==> config.mk <==
export PLATFORM = sky130hd
export DESIGN_NAME = vram_arbiter
export DESIGN_NICKNAME = d
export VERILOG_FILES = /design/src/rtl/vram_arbiter.sv
export SDC_FILE = /design/constraint.sdc
export NUM_CORES = 1
export LEC_CHECK = 0
export CAP_MARGIN = 20
export CORE_ASPECT_RATIO = 1.2
export CORE_MARGIN = 4
export CORE_UTILIZATION = 35
export DETAILED_ROUTE_END_ITERATION = 10
export PLACE_DENSITY = 0.94
export SETUP_SLACK_MARGIN = 0.3
export SYNTH_ARGS = -nofsm -noshare
export SYNTH_HDL_FRONTEND = slang
export SYNTH_SLANG_ARGS = --single-unit
export TNS_END_PERCENT = 20
==> constraint.sdc <==
create_clock -name clk -period 3 [get_ports clk]
set_input_delay 0.6 -clock clk [delete_from_list [all_inputs] [get_ports clk]]
set_output_delay 0.6 -clock clk [all_outputs]
set_load 0.01 [all_outputs]
==> src/rtl/vram_arbiter.sv <==
// Single-port VRAM arbiter for CPU, renderer and OAM-DMA: one registered command per cycle, acks one cycle later.
// Build option VRAM_ARB_DMA_EN: enables the DMA port and the CPU starvation guard; otherwise DMA is inert.
module vram_arbiter (
  input  logic        clk,
  input  logic        rst,
  input  logic        lcd_ena,
  input  logic [1:0]  phase,
  input  logic        cpu_req,
  input  logic        cpu_we,
  input  logic [12:0] cpu_addr,
  input  logic [7:0]  cpu_wdata,
  output logic        cpu_ack,
  output logic [7:0]  cpu_rdata,
  input  logic        ren_req,
  input  logic [12:0] ren_addr,
  output logic        ren_ack,
  output logic [7:0]  ren_rdata,
  input  logic        dma_req,
  input  logic [12:0] dma_addr,
  output logic        dma_ack,
  output logic [7:0]  dma_rdata,
  output logic [12:0] mem_addr,
  output logic        mem_we,
  output logic [7:0]  mem_wdata,
  input  logic [7:0]  mem_rdata
);
  localparam logic [1:0] PH_DRAW = 2'd3;

  logic draw;
  logic cpu_tag, cpu_tag_lock, cpu_tag_we, ren_tag;
  logic cpu_elig, ren_elig, dma_elig, cpu_boost;
  logic grant_cpu, grant_lock, grant_ren, grant_dma;

  assign draw     = lcd_ena && (phase == PH_DRAW);
  assign cpu_elig = cpu_req && !(cpu_tag || cpu_tag_lock);
  assign ren_elig = ren_req && !ren_tag;

`ifdef VRAM_ARB_DMA_EN
  logic       dma_tag;
  logic [1:0] starve_cnt;

  assign dma_elig  = dma_req && !dma_tag;
  assign cpu_boost = (starve_cnt == 2'd3);

  always_ff @(posedge clk) begin
    if (rst) begin
      dma_tag    <= 1'b0;
      starve_cnt <= 2'd0;
    end else begin
      dma_tag <= grant_dma;
      if (!cpu_req || grant_cpu || grant_lock)
        starve_cnt <= 2'd0;
      else if (cpu_elig && grant_dma && !draw && (starve_cnt != 2'd3))
        starve_cnt <= starve_cnt + 2'd1;
    end
  end

  assign dma_ack   = dma_tag;
  assign dma_rdata = dma_tag ? mem_rdata : 8'h00;
`else
  logic dma_unused;

  assign dma_unused = dma_req;
  assign dma_elig   = 1'b0;
  assign cpu_boost  = 1'b0;
  assign dma_ack    = 1'b0;
  assign dma_rdata  = 8'h00;
`endif

  // During DRAW the CPU never touches VRAM; its lockout ack runs beside the VRAM winner.
  always_comb begin
    grant_cpu  = 1'b0;
    grant_lock = 1'b0;
    grant_ren  = 1'b0;
    grant_dma  = 1'b0;
    if (draw) begin
      grant_lock = cpu_elig;
      if (ren_elig)
        grant_ren = 1'b1;
      else if (dma_elig)
        grant_dma = 1'b1;
    end else if (cpu_elig && (!dma_elig || cpu_boost)) begin
      grant_cpu = 1'b1;
    end else if (dma_elig) begin
      grant_dma = 1'b1;
    end else if (ren_elig) begin
      grant_ren = 1'b1;
    end
  end

  always_ff @(posedge clk) begin
    if (rst) begin
      cpu_tag      <= 1'b0;
      cpu_tag_lock <= 1'b0;
      cpu_tag_we   <= 1'b0;
      ren_tag      <= 1'b0;
      mem_addr     <= 13'h0000;
      mem_we       <= 1'b0;
      mem_wdata    <= 8'h00;
    end else begin
      cpu_tag      <= grant_cpu;
      cpu_tag_lock <= grant_lock;
      cpu_tag_we   <= cpu_we && (grant_cpu || grant_lock);
      ren_tag      <= grant_ren;
      mem_we       <= grant_cpu && cpu_we;
      if (grant_cpu) begin
        mem_addr <= cpu_addr;
        if (cpu_we)
          mem_wdata <= cpu_wdata;
      end else if (grant_ren) begin
        mem_addr <= ren_addr;
      end else if (grant_dma) begin
        mem_addr <= dma_addr;
      end
    end
  end

  assign cpu_ack   = cpu_tag || cpu_tag_lock;
  assign cpu_rdata = cpu_tag_we   ? 8'h00     :
                     cpu_tag      ? mem_rdata :
                     cpu_tag_lock ? 8'hFF     : 8'h00;
  assign ren_ack   = ren_tag;
  assign ren_rdata = ren_tag ? mem_rdata : 8'h00;

endmodule

Yosys cells after proc, flatten, opt, wreduce, memory -nomap -nowiden:

Cells that the tools add are included.

* bits in registers: 26
* logic and storage cells: 31
* output and inout bits: 49

* reductions and logical operators: 11
* equality and inequality tests: 1
* mux-type cells: 12

Operator list (number)
* $mux 8: 4
* $mux 13: 2
* $mux 1: 6
* $logic_and 1x1->1: 5
* $eq 2x2->1 const B: 1
* $logic_not 1->1: 2
* $logic_or 1x1->1: 2
* $reduce_and 2->1: 1
* $reduce_bool 2->1: 1

Logic depth before layout (Yosys ltp):

Gate-level depths: netlist of the first run.

* depth after elaboration: 7
* gate-level depth with buffers: 6
* depth with buffers taken out: 3

Least setup slack after synthesis of the first run:

No wires, ideal clock.

* path kind: input to register
* from: input cpu_req
* to: register mem_addr[10]
* stages: 6
* arrival: 1696 ps
* slack: 1223 ps
* data required time: 2919 ps
* path through: or3b_1 -> buf_2 -> or2_1 -> buf_6 -> buf_6 -> a211oi_2

* cells in the longest elaborated chain, start to end: 4
* elaborated cells between the ends (all ways): 7
* those cells by class: mux: 5; reduce/logical: 2

RTL lines
* start, declared: line 8 `input logic cpu_req,`
* $logic_and 1x1->1 (*): line 35 `assign cpu_elig = cpu_req && !(cpu_tag || cpu_tag_lock);`
* $mux 1: line 82 `end else if (cpu_elig && (!dma_elig || cpu_boost)) begin`
* $mux 1: line 76 `if (draw) begin`
* $mux 13 or $reduce_bool 2->1 (tied branches)
* end signal, assigned: line 107 `mem_addr <= cpu_addr;`
* end signal, assigned: line 111 `mem_addr <= ren_addr;`
* end signal, assigned: line 113 `mem_addr <= dma_addr;`
* end, declared: line 22 `output logic [12:0] mem_addr,`

Mark *: on every way between the ends. The rest lies on a longest branch, timed or not.
A chain may end at the register's enable or synchronous reset.

Worst setup path after layout of the first run:

* from: input mem_rdata[6]
* to: output cpu_rdata[6]

* cells in the longest elaborated chain, start to end: 2

RTL lines
* start, declared: line 25 `input logic [7:0] mem_rdata`
* $mux 8: line 120 `cpu_tag ? mem_rdata :`
* $mux 8: line 119 `assign cpu_rdata = cpu_tag_we ? 8'h00 :`
* end, declared: line 13 `output logic [7:0] cpu_rdata,`

No other way between the ends.

==> results by group, run 1 <==
Finish
  • Layout cell share with drive strength beyond 1: 9.052%
  • Commonest cells after routing, fill and taps aside: 89 x clkdlybuf4s50_1, 26 x dfxtp_1, 21 x mux2i_1
  • Antenna Cells: 0
  • Fill cells: 343
  • Design area: 2331 µm²
  • Commonest non-fill, non-tap cell in the layout: clkdlybuf4s50_1
  • Final Core Density: 62.60%
  • Area growth syn-to-layout: 67.24%
  • Fin cells: 284
  • Final Net Count: 297

Timing
  • Unrepaired setup endpoints after global routing: false
  • Tcrit/Tclk final: 80.95%
  • TNS Setup: 0 ps
  • Worst slew margin: 54.65%
  • Worst Tran Pin Value: 680.2 ps
  • Final Setup Violations: 0
  • Slew Viols, Final: 0
  • Layout Skew: 5.694 ps
  • Max Freq: 411.8 MHz
  • Minimum clock period: 2429 ps
  • Final hold vios: 0

Setup path
  • Crit. End Element: output pin
  • WS Path Type: primary input to output pin
  • Worst reg2reg path endpoint: ren_ack
  • Worst reg-to-reg path cell count: 3
  • CP arrival: 1830 ps
  • Crit Path Max Fanout: 2
  • Reg2Reg Launch Point: cpu_tag
  • Reg2reg setup slack: 1210 ps
  • Critical Path RT: 2400 ps
  • Setup crit start kind: primary input

CTS
  • CTS buffer count: 3
  • Clk sinks: 26
  • CTS tree: done
  • Clock Root Buffer: clkbuf_8
  • Post-CTS Setup Bufs: 0
  • Gates resized, CTS repair: 0
  • Clock Latency Late Sink: 260 ps
  • Htree depth: 1
  • Clock slew at reported path FFs: 80 ps
  • CTS max path bufs: 2
  • Cts hold-fix bufs: 0

Synth
  • Adder-Cell Fraction of Synth Area: 0%
  • Largest family of logic cells by synthesized area: simple AND/OR/NAND/NOR gates
  • Synthesized area: 1394 µm²
  • Sequential element share of the synthesized area: 37.34%
  • Mux cell area share after synthesis: 15.08%
  • Synth Warn #: 0
  • Simple-Gate Fraction of Synth Area: 23.52%
  • Post-synthesis cell type count: 22
  • Most used flip-flop cell after synthesis: dfxtp_1
  • Synth Instances: 150
  • Post-Synth XOR/XNOR Area: 0%
  • Synth Area in Compound Gates: 13.46%
  • Post-synth EDFFs: 0
  • FFs w/ async S/R, synth: 0%
  • Avg Synthesized Cell Area: 9.292 µm²
  • Seq cells post-synth: 26

Global route
  • Vias in the first global route: 1390
  • Total gr overflow: 0
  • Total GRT Usage: 14.75%
  • Largest net degree at the start of global routing: 34
  • Antenna violations before repair: 0
  • First-pass GRT wire length: 6092 µm

Floorplanning
  • Core ar.: 3724 µm²
  • Row count: 24
  • Ports: 113
  • Die ar.: 5060 µm²
  • Initial Util: 37.43%
  • Die Wd: 65.61 µm
  • Die Y: 77.13 µm

Drt
  • Vias per inst: 4.676
  • Post-route DRC: 0
  • DR pass1 iterations: 2
  • Avg WL per Cell: 13.09 µm
  • Final WL: 3717 µm
  • Via Count: 1328
  • Final ANT Viol Nets: 0
  • DR iter-0 viols: 26

Placement
  • Placer Congestion: 0.7050
  • DP Area: 2276 µm²
  • Port Buf Inserts: 89
  • DP Cell Count: 280
  • Dpl hpwl: 2936 µm

Power
  • Maximum vdd drop: 0.0002222 V
  • P per Cell Area: 370.0 nW/µm²
  • Design Power: 0.8624 mW
  • Leakage power: 0.8830 nW

Worst hold path
  • HP Start: mem_wdata[5]
  • Worst min path class: flop to flop
  • Worst hold path endpoint: mem_wdata[5]
  • Hold path cells: 2

Run
  • Number of max-cap violations: 0

Run status
  • Run status: completed
## registers in the layout, indices dropped and copies added, names as in the netlist
name          flops
cpu_tag           1
cpu_tag_lock      1
cpu_tag_we        1
mem_addr         13
mem_wdata         8
mem_we            1
ren_ack           1
## worst max-delay path, stage by stage
cell and delay [ps]:
clkdlybuf4s50_1 470, nand2_1 50, a21oi_1 150, clkdlybuf4s50_1 550
## cells by family after synthesis
family | after synthesis
other | 1
and+or+nand+nor | 57
DFF | 26
muxes | 21
AOI/OAI and AO/OA | 21
buffers and inverters | 24
## routing by layer
metal / part of all wire [%] / GRT usage, % / vias up
met5: 0 / 0 / -
met4: 1.7 / 5.394 / 0
met3: 12 / 4.971 / 6
met2: 48 / 26.75 / 67
met1: 38 / 15.34 / 598
li1: - / - / 657
## cells in the mapped netlist, types with 2 or more instances
| master | n | area share, % |
|---|---|---|
| buf_2 | 4 | 1.4 |
| a211oi_2 | 10 | 9.0 |
| clkbuf_1 | 8 | 2.2 |
| and2_1 | 9 | 4.0 |
| buf_6 | 2 | 1.6 |
| a211oi_1 | 3 | 1.6 |
| nand2_1 | 8 | 2.2 |
| nor3b_1 | 3 | 1.6 |
| nand2b_1 | 17 | 7.6 |
| dfxtp_1 | 26 | 37 |
| buf_4 | 9 | 4.8 |
| mux2i_1 | 21 | 15 |
| nor3_1 | 14 | 5.0 |
| a21oi_1 | 8 | 2.9 |
## report_power, final
| part | internal (mW) | total, mW | switching, mW |
|---|---|---|---|
| sequential | 0.370 | 0.386 | 0.0155 |
| combinational | 0.158 | 0.256 | 0.0982 |
| clock | 0.117 | 0.221 | 0.104 |
| total | 0.645 | 0.862 | 0.218 |
## final cells by class
type	count	area, µm²	share of cell area, %
tap	52	65.06	2.791
timing repair buffer	94	928.4	39.83
multi-input combinational	108	762.0	32.69
sequential	26	520.5	22.33
clock buffer	4	55.05	2.362
## through the flow
stage / hold WS (ps) / setup WS, ps
floorplan: 492.6 / 1223
global placement: 458.7 / 558.6
detailed placement: 462.8 / 562.5
CTS: 482.5 / 560.9
global route: 497.8 / 422.8
finish: 476.8 / 571.5
## worst max path at each step
stage	startpoint	endpoint	cells after the start
global placement	mem_rdata[0]	cpu_rdata[0]	4
floorplan	cpu_req	mem_addr[10]	6
global route	mem_rdata[4]	cpu_rdata[4]	4
CTS	mem_rdata[0]	cpu_rdata[0]	4
detailed placement	mem_rdata[0]	cpu_rdata[0]	4
finish	mem_rdata[6]	cpu_rdata[6]	4
Note: power is estimated with default switching activity, not from simulation.
==> inputs of run 2 (changes only) <==
- CORE_UTILIZATION: 35 -> 29
- PLACE_DENSITY: 0.94 -> 0.85
- clock period: 3 -> 2.15 ns (I/O delays scaled with it)
==> run 2 against run 1 <==
Register-to-register slack got worse by 710 ps. Final area up 1.2%. Worst hold slack got worse by 2.6 ps. Sequential share of layout area shrank 0.26 points. First-iteration DRC count is 65% lower.
==> results by group, run 2 (synthesis gave the netlist of run 1 again) <==
Run status
  • Run status: completed

Drt
  • Final WL: 3858 µm (+3.8%)
  • Via Count: 1324 (-0.30%)
  • DR WL met2: 2004 µm (+12%)
  • DR iter-0 viols: 9 (-65%)
  • DR pass1 iterations: 2 (unchanged)
  • Wl on met1: 1418 µm (-0.70%)
  • Final ANT Viol Nets: 0 (unchanged)
  • Post-route DRC: 0 (unchanged)
  • Detail Route met3 WL: 409 µm (-6.0%)
  • Uppermost layer routed: met4
  • Vias per inst: 4.566 (-2.4%)
  • Avg WL per Cell: 13.30 µm (+1.6%)

CTS
  • Clock Root Buffer: clkbuf_8
  • Htree depth: 1 (unchanged)
  • CTS tree: done
  • Cts hold-fix bufs: 0 (unchanged)
  • Clk sinks: 26 (unchanged)
  • Clock slew at reported path FFs: 90 ps (about the same)
  • Clock Latency Late Sink: 270 ps (about the same)
  • CTS buffer count: 3 (unchanged)
  • CTS max path bufs: 2 (unchanged)

Finish
  • Fill cells: 419 (+22%)
  • Max FFs per register: 13 (unchanged)
  • Commonest non-fill, non-tap cell in the layout: clkdlybuf4s50_1
  • Commonest cells after routing, fill and taps aside: 82 x clkdlybuf4s50_1, 26 x dfxtp_1, 21 x mux2i_1
  • Biggest regs: mem_addr: 13 flops, mem_wdata: 8 flops
  • Final Net Count: 298 (+0.34%)
  • Antenna Cells: 0 (unchanged)
  • Reg with most FFs: mem_addr
  • Layout cell share with drive strength beyond 1: 9.483% (+0.43 points)
  • Design area: 2359 µm² (+1.2%)
  • Final Core Density: 50.96% (-12 points)
  • Area growth syn-to-layout: 69.21%

Timing
  • Max Freq: 480.1 MHz
  • Tcrit/Tclk final: 96.88%
  • Final hold vios: 0 (unchanged)
  • Layout Skew: 3.493 ps (-2.201 ps)
  • Final Setup Violations: 0 (unchanged)
  • Slew Viols, Final: 0 (unchanged)
  • Minimum clock period: 2083 ps
  • Unrepaired setup endpoints after global routing: true
  • Min Hold Slack: 474.2 ps (-2.577 ps)
  • Fin worst setup slack: 67.10 ps (-504.4 ps)

Placement
  • Placer Congestion: 0.7395 (+4.9%)
  • Port Buf Inserts: 89 (unchanged)
  • DP Area: 2303 µm² (+1.2%)
  • Dpl hpwl: 2958 µm (+0.73%)
  • Pre-CTS setup slack: -26.32 ps (-588.8 ps)

Floorplanning
  • Ports: 113 (unchanged)
  • Die Y: 83.95 µm (+8.8%)
  • Initial Util: 30.12% (-7.3 points)
  • Die Wd: 71.29 µm (+8.7%)
  • Die ar.: 5984 µm² (+18%)
  • Row count: 27 (+13%)
  • Core ar.: 4628 µm² (+24%)

Setup path
  • Worst reg2reg path endpoint: mem_addr[11]
  • Reg2reg setup slack: 500 ps (-710 ps)
  • Worst Setup SP: mem_rdata[4]
  • WS Path Type: primary input to output pin
  • Reg2Reg Launch Point: cpu_tag
  • Crit. End Element: output pin
  • Setup crit start kind: primary input
  • End of the critical path: cpu_rdata[4]
  • Crit Path Max Fanout: 2 (unchanged)
  • Critical Path RT: 1720 ps (-680 ps)
  • CP arrival: 1650 ps (-180 ps)
  • Worst reg-to-reg path cell count: 4 (+1)

Power
  • Maximum vdd drop: 0.0003355 V (+51%)
  • Design Power: 1.175 mW (+36%)
  • Leakage power: 0.9675 nW (+9.6%)
  • P per Cell Area: 498.3 nW/µm² (+35%)

Global route
  • Total gr overflow: 0 (unchanged)
  • First-pass GRT wire length: 6058 µm (-0.56%)
  • Antenna violations before repair: 0 (unchanged)
  • Largest net degree at the start of global routing: 34 (unchanged)
  • Vias in the first global route: 1329 (-4.4%)
  • Total GRT Usage: 12.52% (-2.2 points)

Run
  • Number of max-cap violations: 0 (unchanged)

Worst hold path
  • Worst min path class: flop to flop
  • Hold path cells: 2 (unchanged)
-- run 2: final cells by class --
| cell class | instances | area (µm²) | share of cell area [%] |
|---|---|---|---|
| timing repair buffer | 95 | 954.7 | 40.48 |
| multi-input combinational | 108 | 769.5 | 32.63 |
| clock buffer | 3 | 41.29 | 1.751 |
| tap | 58 | 72.57 | 3.077 |
| sequential | 26 | 520.5 | 22.07 |
-- run 2: routing by layer --
| layer | up-vias | track usage [%] |
|---|---|---|
| li1 | 660 | - |
| met1 | 594 | 12.84 |
| met2 | 66 | 23.49 |
| met3 | 4 | 4.096 |
| met4 | 0 | 3.590 |
| met5 | - | 0 |
-- run 2: how the worst min path moves through the flow --
stage | slack (ps) | to | from
2_1_floorplan | 490 | mem_wdata[0] | mem_wdata[0]
4_1_cts | 480 | mem_wdata[1] | mem_wdata[1]
3_3_place_gp | 460 | mem_wdata[0] | mem_wdata[0]
3_5_place_dp | 470 | mem_wdata[6] | mem_wdata[6]
6_report | 470 | mem_wdata[1] | mem_wdata[1]
5_1_grt | 490 | mem_wdata[1] | mem_wdata[1]
-- run 2: worst max-delay path: stages --
cell and delay, ps:
clkdlybuf4s50_1 470, nand2_1 50, a21oi_1 150, clkdlybuf4s50_1 550
-- run 2: stage by stage --
| step | setup TNS, ps | std cells |
|---|---|---|
| global placement | 0 | 287 |
| detailed placement | -26.32 | 287 |
| finish | 0 | 290 |
| global route | 0 | 290 |
| CTS | 0 | 290 |
| floorplan | 0 | 158 |
-- run 2: repair_timing --
action | in CTS | in global routing
pin swaps | 0 | 0
hold endpoints to repair | 0 | 0
gates resized for setup | 5 | 4
setup endpoints to repair | 17 | 23
setup buffers | 0 | 0
-- run 2: power breakdown --
group / internal, mW / total, mW / switching [mW]
combinational: 0.223 / 0.362 / 0.139
clock: 0.125 / 0.274 / 0.148
sequential: 0.516 / 0.539 / 0.0225
==> inputs of run 3 (changes only) <==
- RECOVER_POWER: default -> 25
==> run 3 against run 2 <==
Final area is the same. Combinational power fell by 2%. Sequential power barely moved. First-iteration DRC count down 11%. Core utilization did not move. Die area unchanged. Clock power barely moved. Register-to-register slack hardly changed. Worst hold slack worse by 2.8 ps. Routed wire length hardly changed. Clock skew rose by 0.55 ps. Critical path depth did not move. Largest cell class unchanged.
==> results by group, run 3 (synthesis gave the netlist of run 1 again) <==
Drt
  • Post-route DRC: 0 (unchanged)
  • Via Count: 1321 (-0.23%)
  • Final WL: 3857 µm (about the same)
  • Vias per inst: 4.555 (-0.23%)
  • Final ANT Viol Nets: 0 (unchanged)
  • DR pass1 iterations: 4 (+2)
  • Avg WL per Cell: 13.30 µm (about the same)
  • DR iter-0 viols: 8 (-1)

Power
  • Leakage power: 0.9984 nW (+3.2%)
  • Sw Ratio: 26.58% (+0.16 points)
  • P per Cell Area: 495.9 nW/µm² (-0.47%)
  • Maximum vdd drop: 0.0003358 V (about the same)
  • Register share of total power: 46.0% (about the same)
  • Combinational power share: 30.4% (-0.4 points)
  • Clock share of power: 23.5% (+0.2 points)
  • Sw power: 0.3109 mW (+0.15%)
  • Int Power: 0.8588 mW (-0.69%)

Setup path
  • Setup crit start kind: primary input
  • WS Path Type: primary input to output pin
  • Crit. End Element: output pin
  • Crit Path Max Fanout: 2 (unchanged)
  • Critical Path RT: 1720 ps (about the same)
  • CP arrival: 1650 ps (about the same)

CTS
  • Clock Root Buffer: clkbuf_8
  • Clock slew at reported path FFs: 90 ps (about the same)
  • Post-CTS Setup Bufs: 0 (unchanged)
  • Htree depth: 1 (unchanged)
  • Clk sinks: 26 (unchanged)
  • Clock Latency Late Sink: 270 ps (about the same)
  • CTS buffer count: 3 (unchanged)
  • CTS max path bufs: 2 (unchanged)
  • CTS tree: done

Timing
  • Unrepaired setup endpoints after global routing: true
  • Tcrit/Tclk final: 96.84% (about the same)
  • Slew Viols, Final: 0 (unchanged)
  • Max Freq: 480.3 MHz (about the same)
  • Layout Skew: 4.045 ps (+0.5513 ps)
  • Final Setup Violations: 0 (unchanged)
  • Minimum clock period: 2082 ps (-0.7530 ps)
  • Fin worst setup slack: 67.86 ps (+0.7530 ps)
  • Final hold vios: 0 (unchanged)

Finish
  • Max FFs per register: 13 (unchanged)
  • Area growth syn-to-layout: 69.21% (unchanged)
  • Final Net Count: 298 (unchanged)
  • Multi-input gate area: 769.5 µm² (unchanged)
  • Layout cell share with drive strength beyond 1: 9.483% (unchanged)
  • Design area: 2359 µm² (unchanged)
  • Fill cells: 419 (unchanged)
  • Commonest non-fill, non-tap cell in the layout: clkdlybuf4s50_1
  • Reg with most FFs: mem_addr
  • Commonest cells after routing, fill and taps aside: 69 x clkdlybuf4s50_1, 26 x dfxtp_1, 21 x mux2i_1
  • Biggest regs: mem_addr: 13 flops, mem_wdata: 8 flops
  • Area occupied by registers: 520.5 µm² (unchanged)
  • Antenna Cells: 0 (unchanged)

Floorplanning
  • Core ar.: 4628 µm² (unchanged)
  • Initial Util: 30.12% (unchanged)
  • Row count: 27 (unchanged)
  • Die Y: 83.95 µm (unchanged)
  • Die ar.: 5984 µm² (unchanged)
  • Ports: 113 (unchanged)
  • Die Wd: 71.29 µm (unchanged)

Global route
  • First-pass GRT wire length: 6058 µm (unchanged)
  • Total gr overflow: 0 (unchanged)
  • Vias in the first global route: 1329 (unchanged)
  • Total GRT Usage: 12.52% (unchanged)
  • Largest net degree at the start of global routing: 34 (unchanged)
  • Antenna violations before repair: 0 (unchanged)

Placement
  • Dpl hpwl: 2958 µm (unchanged)
  • Pre-CTS setup slack: -26.32 ps (unchanged)
  • DP Area: 2303 µm² (unchanged)
  • Port Buf Inserts: 89 (unchanged)
  • Placer Congestion: 0.7395 (unchanged)

Worst hold path
  • Worst min path class: flop to flop

Run
  • Number of max-cap violations: 0 (unchanged)

Run status
  • Run status: completed
==> run 3: changes by cell type in the layout (fill, tap and decap cells not counted) <==
cell | before | now
clkdlybuf4s50_1 | 82 | 69
and2_1 | 9 | 8
and2_0 | 0 | 1
dlygate4sd3_1 | 0 | 13
==> run 3: power by group through the flow <==
stage / clock [mW] / sequential, mW / combinational [mW]
after floorplan: 0 / 0.560 / 0.160
after global placement: 0 / 0.549 / 0.362
after detailed placement: 0 / 0.550 / 0.366
after CTS: 0.290 / 0.540 / 0.367
after global routing: 0.300 / 0.544 / 0.384
final: 0.275 / 0.538 / 0.356
==> run 3: metrics by stage <==
step	cells	hold slack [ps]	utilization [%]	TNS [ps]	total power, mW
after global routing	290	490.9	50.96	0	1.228
final	290	471.4	50.96	0	1.170
after floorplan	158	492.6	-	0	0.7204
after detailed placement	287	466.8	49.77	-26.32	0.9165
after global placement	287	459.0	49.77	0	0.9109
after CTS	290	483.4	50.74	0	1.196
==> run 3: layer usage <==
metal / share of wire [%] / vias to the layer above / global-route usage (%)
li1: - / 660 / -
met1: 37 / 595 / 12.84
met2: 52 / 64 / 23.49
met3: 11 / 2 / 4.096
met4: 0.47 / 0 / 3.590
met5: 0 / - / 0
==> run 3: worst paths after layout <==
check               startpoint           end  slack (ps)  cells past startpoint
hold reg to reg   mem_wdata[1]  mem_wdata[1]         470                      2
setup / recovery  mem_rdata[4]  cpu_rdata[4]          70                      4
setup reg to reg       cpu_tag  mem_addr[11]         510                      4
hold / removal    mem_wdata[1]  mem_wdata[1]         470                      2
==> run 3: final cells by class <==
cell class	instances	share of cell area [%]
clock buffer	3	1.751
multi-input combinational	108	32.63
sequential	26	22.07
tap	58	3.077
timing repair buffer	95	40.48
==> run 3: timing repair <==
action / CTS / global route
hold buffers: 0 / 0
resized for setup: 5 / 4
pin swaps: 0 / 0
setup endpoints to repair: 17 / 23
hold endpoints to repair: 0 / 0
==> run 3: worst max-delay path, cell delays in order <==
cell and delay, ps:
clkdlybuf4s50_1 470, nand2_1 50, a21oi_1 150, clkdlybuf4s50_1 550
